--- src/rtl/fetch_controller_pkg.sv ---
// Shared types and helpers for the fetch front end: FSM states, line alignment
// and the sizing of the prefetch look-ahead counter.
package fetch_controller_pkg;

   typedef enum logic [1:0] {
      RUN   = 2'd0,
      FLUSH = 2'd1,
      HALT  = 2'd2
   } state_t;

   // Generic 64-bit form; callers cast to their own address width.
   function automatic logic [63:0] line_of(input logic [63:0] addr, input int unsigned line_bytes);
      return addr & ~(64'(line_bytes) - 64'd1);
   endfunction

   function automatic int unsigned ahead_w(input int unsigned depth);
      return $clog2(depth + 2);
   endfunction

endpackage

--- src/rtl/fetch_prefetch_window.sv ---
// Line-granular prefetch pointer running up to PREFETCH_DEPTH lines ahead of the PC line.
// Request is combinational, held until acked; pointer only moves while rdy is high.
module fetch_prefetch_window
   import fetch_controller_pkg::*;
#(
   parameter int                XLEN           = 32,
   parameter logic [XLEN-1:0]   RESET_PC       = '0,
   parameter int                LINE_BYTES     = 16,
   parameter int                PREFETCH_DEPTH = 2
) (
   input  logic            clk_in,
   input  logic            rst_in,
   input  logic            active,
   input  logic            run,
   input  logic            redirect_valid,
   input  logic            load,
   input  logic [XLEN-1:0] load_addr,
   input  logic [XLEN-1:0] pc,
   input  logic            prefetch_ack,
   output logic [XLEN-1:0] prefetch_PC,
   output logic            is_prefetching
);

   localparam int              AW      = ahead_w(PREFETCH_DEPTH);
   localparam int              LB_LOG2 = $clog2(LINE_BYTES);
   localparam logic [XLEN-1:0] LB      = XLEN'(LINE_BYTES);
   localparam logic [XLEN-1:0] PF_RST  = XLEN'(line_of(64'(RESET_PC), LINE_BYTES)) + LB;

   logic [XLEN-1:0] pf_ptr;
   logic [XLEN-1:0] pc_line;
   logic [XLEN-1:0] load_line;
   logic [XLEN-1:0] diff;
   logic [AW-1:0]   ahead;

   assign pc_line   = XLEN'(line_of(64'(pc), LINE_BYTES));
   assign load_line = XLEN'(line_of(64'(load_addr), LINE_BYTES));

   // Modulo subtraction keeps the distance correct across the 2^XLEN wrap;
   // anything beyond the window saturates so the narrow counter never aliases.
   assign diff  = (pf_ptr - pc_line) >> LB_LOG2;
   assign ahead = (diff > XLEN'(PREFETCH_DEPTH + 1)) ? AW'(PREFETCH_DEPTH + 1) : diff[AW-1:0];

   assign prefetch_PC    = pf_ptr;
   assign is_prefetching = active & run & ~redirect_valid & (ahead <= AW'(PREFETCH_DEPTH));

   always_ff @(posedge clk_in or posedge rst_in) begin
      if (rst_in) begin
         pf_ptr <= PF_RST;
      end else if (active) begin
         if (load)
            pf_ptr <= load_line + LB;
         else if (is_prefetching & prefetch_ack)
            pf_ptr <= pf_ptr + LB;
      end
   end

endmodule

--- src/rtl/fetch_controller.sv ---
// Fetch sequencer: owns the PC, issues one instruction per cycle, flushes on redirect, halts on request.
// Redirect lands one cycle later with a one-cycle flush pulse; rdy_in low freezes all state and outputs.
module fetch_controller
   import fetch_controller_pkg::*;
#(
   parameter int              XLEN           = 32,
   parameter logic [XLEN-1:0] RESET_PC       = '0,
   parameter int              LINE_BYTES     = 16,
   parameter int              PREFETCH_DEPTH = 2,
   parameter int              ILEN_BYTES     = 4
) (
   input  logic            clk_in,
   input  logic            rst_in,
   input  logic            rdy_in,
   input  logic            inst_valid,
   input  logic            issue_ready,
   input  logic            pred_taken,
   input  logic [XLEN-1:0] pred_target,
   input  logic            redirect_valid,
   input  logic [XLEN-1:0] redirect_pc,
   input  logic            halt_req,
   input  logic            prefetch_ack,
   output logic            flush_pipline,
   output logic [XLEN-1:0] nxt_PC,
   output logic            is_issuing,
   output logic [XLEN-1:0] prefetch_PC,
   output logic            is_prefetching,
   output logic            halted
);

   state_t          state, state_nxt;
   logic [XLEN-1:0] pc, pc_nxt;
   logic            flush_q, flush_nxt;
   logic            active;
   logic            pf_load;
   logic [XLEN-1:0] pf_load_addr;

   // Outputs also drop while reset is held, not just after the next edge.
   assign active = rdy_in & ~rst_in;

   always_ff @(posedge clk_in or posedge rst_in) begin
      if (rst_in) begin
         state   <= RUN;
         pc      <= RESET_PC;
         flush_q <= 1'b0;
      end else if (rdy_in) begin
         state   <= state_nxt;
         pc      <= pc_nxt;
         flush_q <= flush_nxt;
      end
   end

   always_comb begin
      state_nxt    = state;
      pc_nxt       = pc;
      flush_nxt    = 1'b0;
      is_issuing   = 1'b0;
      pf_load      = 1'b0;
      pf_load_addr = pc;
      if (active) begin
         unique case (state)
            RUN, FLUSH: begin
               if (redirect_valid) begin
                  state_nxt    = FLUSH;
                  pc_nxt       = redirect_pc;
                  flush_nxt    = 1'b1;
                  pf_load      = 1'b1;
                  pf_load_addr = redirect_pc;
               end else begin
                  if (state == RUN) begin
                     is_issuing = inst_valid & issue_ready;
                     if (is_issuing) begin
                        pc_nxt = pred_taken ? pred_target : pc + XLEN'(ILEN_BYTES);
                        if (pred_taken) begin
                           pf_load      = 1'b1;
                           pf_load_addr = pred_target;
                        end
                     end
                  end
                  state_nxt = halt_req ? HALT : RUN;
               end
            end
            default: ;
         endcase
      end
   end

   assign nxt_PC        = pc;
   assign flush_pipline = flush_q & active;
   assign halted        = (state == HALT);

   fetch_prefetch_window #(
      .XLEN           (XLEN),
      .RESET_PC       (RESET_PC),
      .LINE_BYTES     (LINE_BYTES),
      .PREFETCH_DEPTH (PREFETCH_DEPTH)
   ) u_window (
      .clk_in         (clk_in),
      .rst_in         (rst_in),
      .active         (active),
      .run            (state == RUN),
      .redirect_valid (redirect_valid),
      .load           (pf_load),
      .load_addr      (pf_load_addr),
      .pc             (pc),
      .prefetch_ack   (prefetch_ack),
      .prefetch_PC    (prefetch_PC),
      .is_prefetching (is_prefetching)
   );

endmodule

--- config.mk ---
export PLATFORM = sky130hd
export DESIGN_NAME = fetch_controller
export DESIGN_NICKNAME = d
export VERILOG_FILES = /design/src/rtl/fetch_controller_pkg.sv /design/src/rtl/fetch_prefetch_window.sv /design/src/rtl/fetch_controller.sv
export SDC_FILE = /design/constraint.sdc
export NUM_CORES = 1
export LEC_CHECK = 0
export ABC_AREA = 1
export BUFFER_PORTS_ARGS = -buffer_cell sky130_fd_sc_hd__clkbuf_2
export CAP_MARGIN = 20
export CORE_MARGIN = 2
export CORE_UTILIZATION = 32
export CTS_CLUSTER_DIAMETER = 30
export DETAILED_ROUTE_END_ITERATION = 10
export GPL_TIMING_DRIVEN = 0
export SYNTH_ARGS = -nofsm -noshare
export SYNTH_HDL_FRONTEND = slang
export SYNTH_SLANG_ARGS = --single-unit
--- constraint.sdc ---
create_clock -name clk_in -period 8 [get_ports clk_in]
set_input_delay 1.6 -clock clk_in [delete_from_list [all_inputs] [get_ports clk_in]]
set_output_delay 1.6 -clock clk_in [all_outputs]
set_load 0.05 [all_outputs]
Word-level counts from Yosys, hierarchy flattened. Index checks and enable logic that the tools add are counted.

Bits in registers: 67. Bits in latches: 0. Memory bits (writable): 0. Memory bits (read-only): 0. Bits of input ports: 73. Output and inout port bits: 68. Memories kept: 0.

Add/sub/neg operators: 4. Multiply operators: 0. Div/mod/pow operators: 0. Order comparisons: 2. Equal/unequal tests: 2. Shifts and indexed selects: 0. Muxes and demuxes: 28. Bitwise operators: 9. Reduce and logical (&&, ||, !) cells: 8.

Operators by type and width (number): two-way mux 32 bit (12); adder 32 x 5 -> 32 bit (second input constant) (2); adder 32 x 3 -> 32 bit (second input constant) (1); subtractor 32 bit (1); > comparator 28 x 2 -> 1 bit (second input constant) (1); two-way mux 1 bit (13); AND 1 bit (7); two-way mux 2 bit (3); nonzero test 2 bit (3); AND reduction 5 bit (1); AND reduction 3 bit (1); equality test 2 x 1 -> 1 bit (second input constant) (1); equality test 2 bit (second input constant) (1); <= comparator 2 bit (second input constant) (1); zero test 2 bit (1); inverter 1 bit (2); AND reduction 2 bit (1); OR reduction 2 bit (1).

Longest topological paths before layout. Gate-level depths: netlist of run 1.

Depth in word-level cells: 8. Mapped depth: 21.

By module. Synthesis of run 1 repeated with hierarchy kept, for this count alone.

Cells, all modules: 1312. Area total of the unflattened synthesis: 7703.6 sq um.

By module, submodules not included: fetch_prefetch_window (instances 1, cells an instance 759, area an instance 4425.5 sq um, seq. area each 701.9 sq um); fetch_controller (instances 1, cells an instance 553, area an instance 3278.1 sq um, seq. area each 875.8 sq um).

Least setup slack after synthesis of run 1. Ideal clock, no wire load.

Path type: input-to-output. From: input port redirect_valid. To: output port is_prefetching. Arrival time: 3695 ps. Slack: 2705 ps. Stages: 12. Path buffers: 1. Cell sequence: buf_2 > inv_2 > nand2_1 > nor2_1 > nand3_1 > nor2_1 > nand2_1 > nor3_1 > nand4_1 > nor2_1 > nand3b_1 > nor3_1.

Word-level cells in the longest chain between the ends: 3.

RTL lines: start, declared (RTL line fetch_controller.sv:19) `input logic redirect_valid,`; inverter 1 bit (RTL line fetch_prefetch_window.sv:44) `assign is_prefetching = active & run & ~redirect_valid & (ahead <= AW'(PREFETCH_DEPTH));`; AND 1 bit (2 in a row) (RTL line fetch_prefetch_window.sv:44); end, declared (RTL line fetch_controller.sv:27) `output logic is_prefetching,`.

Every way passes these cells.

Final worst setup path of run 1. Ends and elaborated chain as after synthesis.

==> results of run 1 <==
[cells in the final DEF (no fill, tap or decap), drive strengths merged, types with 14 or more instances in the layout]
| cell type | count |
|---|---|
| a22oi | 15 |
| nand3 | 132 |
| clkbuf | 162 |
| xor2 | 24 |
| buf | 27 |
| nand2 | 471 |
| o21ai | 58 |
| nor2 | 152 |
| inv | 201 |
| a21oi | 55 |
| dfrtp | 62 |
| nand4 | 34 |
| ha | 29 |
| nor3 | 14 |
[worst min-delay path by stage]
stage,slack (ps),depth (start not counted),start,to
floorplan,510,2,flush_q,flush_q
global placement,470,2,nxt_PC[0],nxt_PC[0]
detailed placement,490,2,nxt_PC[1],nxt_PC[1]
CTS,500,2,nxt_PC[1],nxt_PC[1]
global route,560,2,nxt_PC[1],nxt_PC[1]
finish,500,2,nxt_PC[1],nxt_PC[1]
[sequential cells by signal, indices dropped and copies added, names as in the netlist]
| name | count |
|---|---|
| flush_q | 1 |
| state | 2 |
| u_window.prefetch_PC | 28 |
| nxt_PC | 32 |
[through the flow]
step	worst slack (ps)	power [mW]	instance area (um^2)
2_1_floorplan	2700	0.436	7760
4_1_cts	2680	0.873	9120
3_3_place_gp	2110	0.498	8830
3_5_place_dp	2550	0.498	8830
5_1_grt	2350	0.908	9120
6_report	2620	0.873	9120
[where the power goes]
part	leakage [nW]	internal [mW]	total [mW]	switching (mW)
registers	0.794	0.324	0.333	0.00902
logic	3.99	0.0465	0.161	0.115
clock network	0.134	0.225	0.378	0.153
[critical path: cells and delay by family]
| kind | cells | cell delay (ps) |
|---|---|---|
| AND/OR/NAND/NOR | 10 | 1470 |
| buffers and inverters | 3 | 710 |
[area by class of cell]
cell class	count	area share, %
plain buffers	43	2.57
clock buffers	11	2.77
clock inverters	5	0.357
inverters	203	8.38
multi-input cells	1055	56.8
flip-flops and latches	63	17.3
well taps	319	4.38
repair buffers	135	7.41
[per-layer routing]
metal  track usage, %  vias to the layer above
met2             43.1                      329
met4             10.4                        0
li1                 -                     4683
met3             2.40                       60
met1             31.7                     4224
met5                0                        -
[kinds of logic after synthesis]
group / Yosys count / synth area share, %
other: 1 / 0.0484
AO/OA/AOI/OAI: 164 / 13.2
flip-flops: 63 / 20.4
AND/OR/NAND/NOR: 829 / 45.4
XOR/XNOR: 28 / 3.17
adder cells (fa/ha/maj): 30 / 4.94
buffers and inverters: 246 / 12.9
==> results.md, run 1 <==
- Status: complete, no violations
- Worst slew pin tran: 872 ps
- Share of cells above drive strength 1: 14.1%
- Sink Count: 63
- Clock skew: 7.99 ps
- Fill cells: 2685
- Cell variety after synth: 50
- Ys flop type: dfrtp_1
- Metal3 WL: 2.09 mm
- Starting DRT DRC Count: 790
- Met1 wire length: 13.6 mm
- # rows: 56
- Syn Area/Cell: 5.69 um^2
- Layout Nets: 1613
- Critical path's slowest cell: clkbuf_2
- Max clock buf depth: 2
- Crit path capture type: output port
- Top post-synthesis cells by count: nand2_1, inv_1, nor2_1
- Crit path max fanout: 10
- GRT Overall Usage: 24.9%
- Cell with the most instances after synthesis: nand2_1
- Routed vias/inst: 5.07
- Leak pwr: 4.92 nW
- Final core occ: 38.6%
- DRC Markers: 0
- Yosys reg bits: 63
- R2R cell count: 16
- Vias in the first global route: 8782
- Worst hold slack: 498 ps
- Initial Util: 32.8%
- Startpoint Class: input pin
- EDFF count, synth: 0
- H-tree depth: 3
- CP Class: in -> out
- Setup TNS: 0 ps
- CTS Buf Count: 9
- Synth area leaders: nand2_1, dfrtp_1, inv_1, nand3_1, nor2_1
- Synth Cell Area: 0.00775 mm^2
- Final min period: 5380 ps
- GRT overflow: 0
- Max-cap violations: 0
- CP Cell Sequence: buf_2, inv_2, nand2_1, nor2_1, nand3_1, nor2_1, nand2_1, nor3_1, nand4_1, nor2_1, nand3b_1, nor3_1, clkbuf_2
- N_diodes: 0
- Final period utilization: 67.3%
- Die span in y: 160 um
- Critical path endpoint: is_prefetching
- Storage element area: 0.00158 mm^2
- FMAX: 186 MHz
- DP Wirelength: 27.2 mm
- Crit-path max cell delay: 310 ps
- Synth Instances: 1361
- Via Count: 9296
- I/O Buffers: 135
- Crit-path most repeated cell: nor2_1
- Syn-to-layout area delta: 17.7%
- Post-synth top area share: 22.5%
- Chip Width: 160 um
- IR drop worst, VDD: 66.3 uV
- Die ar.: 0.0255 mm^2
- Final Max Tran Viols: 0
- Post-Place Cells: 1818
- First-pass GRT wire length: 49.2 mm
- DR top layer: met4
- PostCTS Resize Cnt: 0
- Multi-input logic area: 0.00518 mm^2
- Post-detailed-route wirelength per cell: 17.6 um
- CTS tree: done
- Slew HR: 41.9%
- Hold_buf cts: 0
- Non-Filler Instances: 1834
- Largest net degree at the start of global routing: 65
- Root Driver: clkbuf_16
- Fin. Hold Viols: 0
- CP Launch Point: redirect_valid
- Post-synthesis sequential area ratio: 20.4%
- Worst path arrival time: 3780 ps
- Yosys Warn Count: 0
- DRT Pass-1 Iters: 5
- Setup Buffers After CTS: 0
- R2R Path End: u_window.prefetch_PC[30]
- R2r startpoint: state[1]
- Clk_lat worst skew: 340 ps
- RSZ-0062 raised after global routing: no
- Worst hold path type: reg -> reg
- Power Dens Cells: 95.7 mW/mm^2
- Drt total wl: 32.2 mm
- Initial antenna violation count: 0
- Clock slew at reported path FFs: 60 ps
- Setup violators final: 0
- Synth area leader: nand2_1
- Flop2flop setup slack: 4550 ps
- Async SR Flop Fraction: 100%
- WL met2: 15.3 mm
- Core ar.: 0.0236 mm^2
- Critical Path RT: 6400 ps
- Placer congestion estimate: 0.950
- # IOs: 141
- ANT nets after route: 0
No activity file was read; power rests on OpenSTA's default activity.
==> run 2: changes to the inputs <==
ABC_AREA = 0   (was 1)
clock period = 5.3 ns   (was 8 ns; I/O delays follow)
==> run 2 against run 1 <==
  * Area after synthesis fell by 4.7%
  * Wire length fell by 1.5%
  * Sequential power rose to 2.8 times the previous value
  * Setup slack got worse by 2500 ps
  * Global-route usage rose by 0.85 points
  * Die area fell by 4.6%
  * Clock power rose by 78%
  * Final cell count fell by 20%
  * Sequential cell count did not move
  * Clock skew fell by 1.9 ps
  * Synthesized cell count fell by 25%
  * Register-to-register slack got worse by 4200 ps
  * Largest cell class unchanged
==> results.md, run 2 <==
- Status: complete, no violations
- Share of cells above drive strength 1: 18.7% (+4.6 points)
- First-pass GRT wire length: 48.8 mm (-0.81%)
- Via Count: 9117 (-1.9%)
- Commonest non-fill, non-tap cell in the layout: clkbuf_2
- Slew HR: 34.9% (-7.0 points)
- Max clock buf depth: 2 (unchanged)
- Cell variety after synth: 85 (+70%)
- Final Max Tran Viols: 0 (unchanged)
- Starting DRT DRC Count: 1013 (+28%)
- GRT Overall Usage: 25.8% (+0.85 points)
- Syn-to-layout area delta: 19.8%
- Cell with the most instances after synthesis: nand2_1
- Startpoint Class: flip-flop
- Crit path max fanout: 10 (unchanged)
- DP Wirelength: 25.5 mm (-6.2%)
- Top post-synthesis cells by count: nand2_1, nor2_1, o21ai_0
- Final period utilization: 97.1%
- CP Cell Sequence: inv_1, ha_1, clkbuf_2, a21o_1, a31oi_2, nor2_1, nor4_1, nand4_1, nor4_2, or4b_1, nor3_2, buf_4
- Yosys reg bits: 63 (unchanged)
- ANT nets after route: 0 (unchanged)
- Sink Count: 63 (unchanged)
- Die ar.: 0.0243 mm^2 (-4.6%)
- DRC Markers: 0 (unchanged)
- GRT overflow: 0 (unchanged)
- Drt total wl: 31.7 mm (-1.5%)
- Synth Instances: 1019 (-25%)
- Crit path buf inv count: 3 (unchanged)
- CP Class: reg -> out
- Largest net degree at the start of global routing: 66 (+1.5%)
- Synth Cell Area: 0.00738 mm^2 (-4.7%)
- I/O Buffers: 136 (+0.74%)
- H-tree depth: 3 (unchanged)
- Synth area leaders: dfrtp_1, o21ai_0, nand2_1, ha_1, nor2_1
- Placer congestion estimate: 0.970 (+2.2%)
- Worst path arrival time: 4090 ps (+310 ps)
- Power Dens Cells: 578 mW/mm^2 (+500%)
- Vias in the first global route: 8562 (-2.5%)
- Synth area leader: dfrtp_1
- DRT Pass-1 Iters: 6 (+1)
- Routed vias/inst: 6.24 (+23%)
- Worst slew pin tran: 972 ps (+101 ps)
- EDFF count, synth: 0 (unchanged)
- Clock skew: 6.09 ps (-1.90 ps)
- # rows: 55 (-1.8%)
- Worst hold path type: reg -> reg
- Critical path's slowest cell: or4b_1
- Final min period: 5150 ps
- CTS Buf Count: 9 (unchanged)
- RSZ-0062 raised after global routing: no
- Post-synth top area share: 21.0% (-1.5 points)
- Setup violators final: 0 (unchanged)
- Syn Area/Cell: 7.25 um^2 (+27%)
- Crit-path max cell delay: 550 ps (+240 ps)
- Die span in y: 156 um (-2.3%)
- Chip Width: 156 um (-2.3%)
- Post-synthesis sequential area ratio: 21.4% (+1.0 points)
- IR drop worst, VDD: 246 uV (+270%)
- Fin. Hold Viols: 0 (unchanged)
- Most frequent cells in the layout: clkbuf_2, nand2_1, nor2_1
- N_diodes: 0 (unchanged)
- Core ar.: 0.0226 mm^2 (-4.1%)
- Max reg flops: 32 (unchanged)
- Ys flop type: dfrtp_1
- Fill cells: 2444 (-9.0%)
- Initial Util: 32.6% (-0.19 points)
- Post-detailed-route wirelength per cell: 21.7 um (+24%)
- Async SR Flop Fraction: 100% (unchanged)
- Non-Filler Instances: 1462 (-20%)
- Max-cap violations: 0 (unchanged)
- Yosys Warn Count: 0 (unchanged)
- Setup TNS: 0 ps (unchanged)
- Root Driver: clkbuf_16
- CTS tree: done
- FMAX: 194 MHz
- Critical Path RT: 4240 ps (-2160 ps)
- Post-Place Cells: 1444 (-21%)
- # IOs: 141 (unchanged)
- Layout Nets: 1275 (-21%)
- Crit path max-delay family: simple AND/OR/NAND/NOR gates
- Crit path capture type: output port
- Clock slew at reported path FFs: 60 ps (about the same)
- Initial antenna violation count: 0 (unchanged)
- Leak pwr: 3.62 nW (-26%)
- Clk_lat worst skew: 340 ps (about the same)
run 2: cell types whose count changed after synthesis, sizes merged, moves of 14 or more:
cell,change
nor2,-60
o21ai,+33
nand2,-359
nand3,-100
a31oi,+15
a21o,+15
clkbuf,+35
o31ai,+16
nand2b,+20
o211ai,+15
a21oi,+14
inv,-158
nand4,-20
run 2: worst reg2reg max path: cells and delay by family (launching register included):
kind                       cells  cell delay, ps
and+or+nand+nor                7            2690
AOI/OAI and AO/OA              2             600
DFF                            1             470
muxes                          1             410
buffers and inverters          2             350
adders and majority gates      1             340
run 2: final cells by class:
cell class | count | area, um^2 | share of cell area, %
repair buffers | 140 | 709 | 8.02
clock buffers | 13 | 260 | 2.94
plain buffers | 74 | 327 | 3.69
clock inverters | 3 | 65.1 | 0.735
well taps | 285 | 357 | 4.03
inverters | 43 | 164 | 1.85
flip-flops and latches | 63 | 1580 | 17.9
multi-input cells | 841 | 5390 | 60.9
run 2: metal layers:
layer	global-route usage (%)	share of wire [%]	vias up
met5	0	0	-
met4	9.79	4.0	0
met3	4.44	10	88
met2	39.3	43	544
met1	36.4	43	4349
li1	-	-	4136
run 2: worst paths after layout:
kind | startpoint | slack, ps | cells after the start | end
setup / recovery | nxt_PC[12] | 150 | 12 | is_prefetching
hold / removal | nxt_PC[0] | 520 | 2 | nxt_PC[0]
setup reg to reg | nxt_PC[12] | 330 | 13 | u_window.prefetch_PC[5]
hold reg to reg | nxt_PC[0] | 520 | 2 | nxt_PC[0]
max in group asynchronous | rst_in | 3790 | 2 | nxt_PC[11]
min in group asynchronous | rst_in | 920 | 2 | state[0]
run 2: metrics by stage:
stage | power [mW] | cell area, um^2 | hold slack (ps) | util (%) | setup slack, ps
after floorplan | 3.36 | 7400 | 502 | - | 234
after CTS | 5.00 | 8770 | 528 | 38.7 | 35.8
after global routing | 5.46 | 8850 | 542 | 39.1 | 3.43
after global placement | 4.30 | 8440 | 508 | 37.3 | 76.4
final | 5.12 | 8850 | 523 | 39.1 | 152
after detailed placement | 4.31 | 8440 | 514 | 37.3 | 69.3
run 2: cell families after synthesis:
logic type      after synthesis  synth area share [%]
flops                        63                  21.4
mux                          21                  3.03
buf+inv                     118                  6.62
simple gates                391                  26.7
xor+xnor                     28                  3.32
compound gates              367                  33.7
fa+ha+maj                    30                  5.18
other cells                   1                0.0508
run 2: repair_timing:
item,in CTS,in global routing
gates resized for setup,1,19
endpoints found under the setup margin,1,23
hold buffers,0,0
setup buffers,0,3
pin swaps,0,1
run 2: report_power, final:
group	switching [mW]	internal, mW	leakage [nW]
sequential	0.283	0.647	0.753
clock	0.233	0.437	0.160
combinational	2.39	1.12	2.71
total	2.91	2.21	3.62
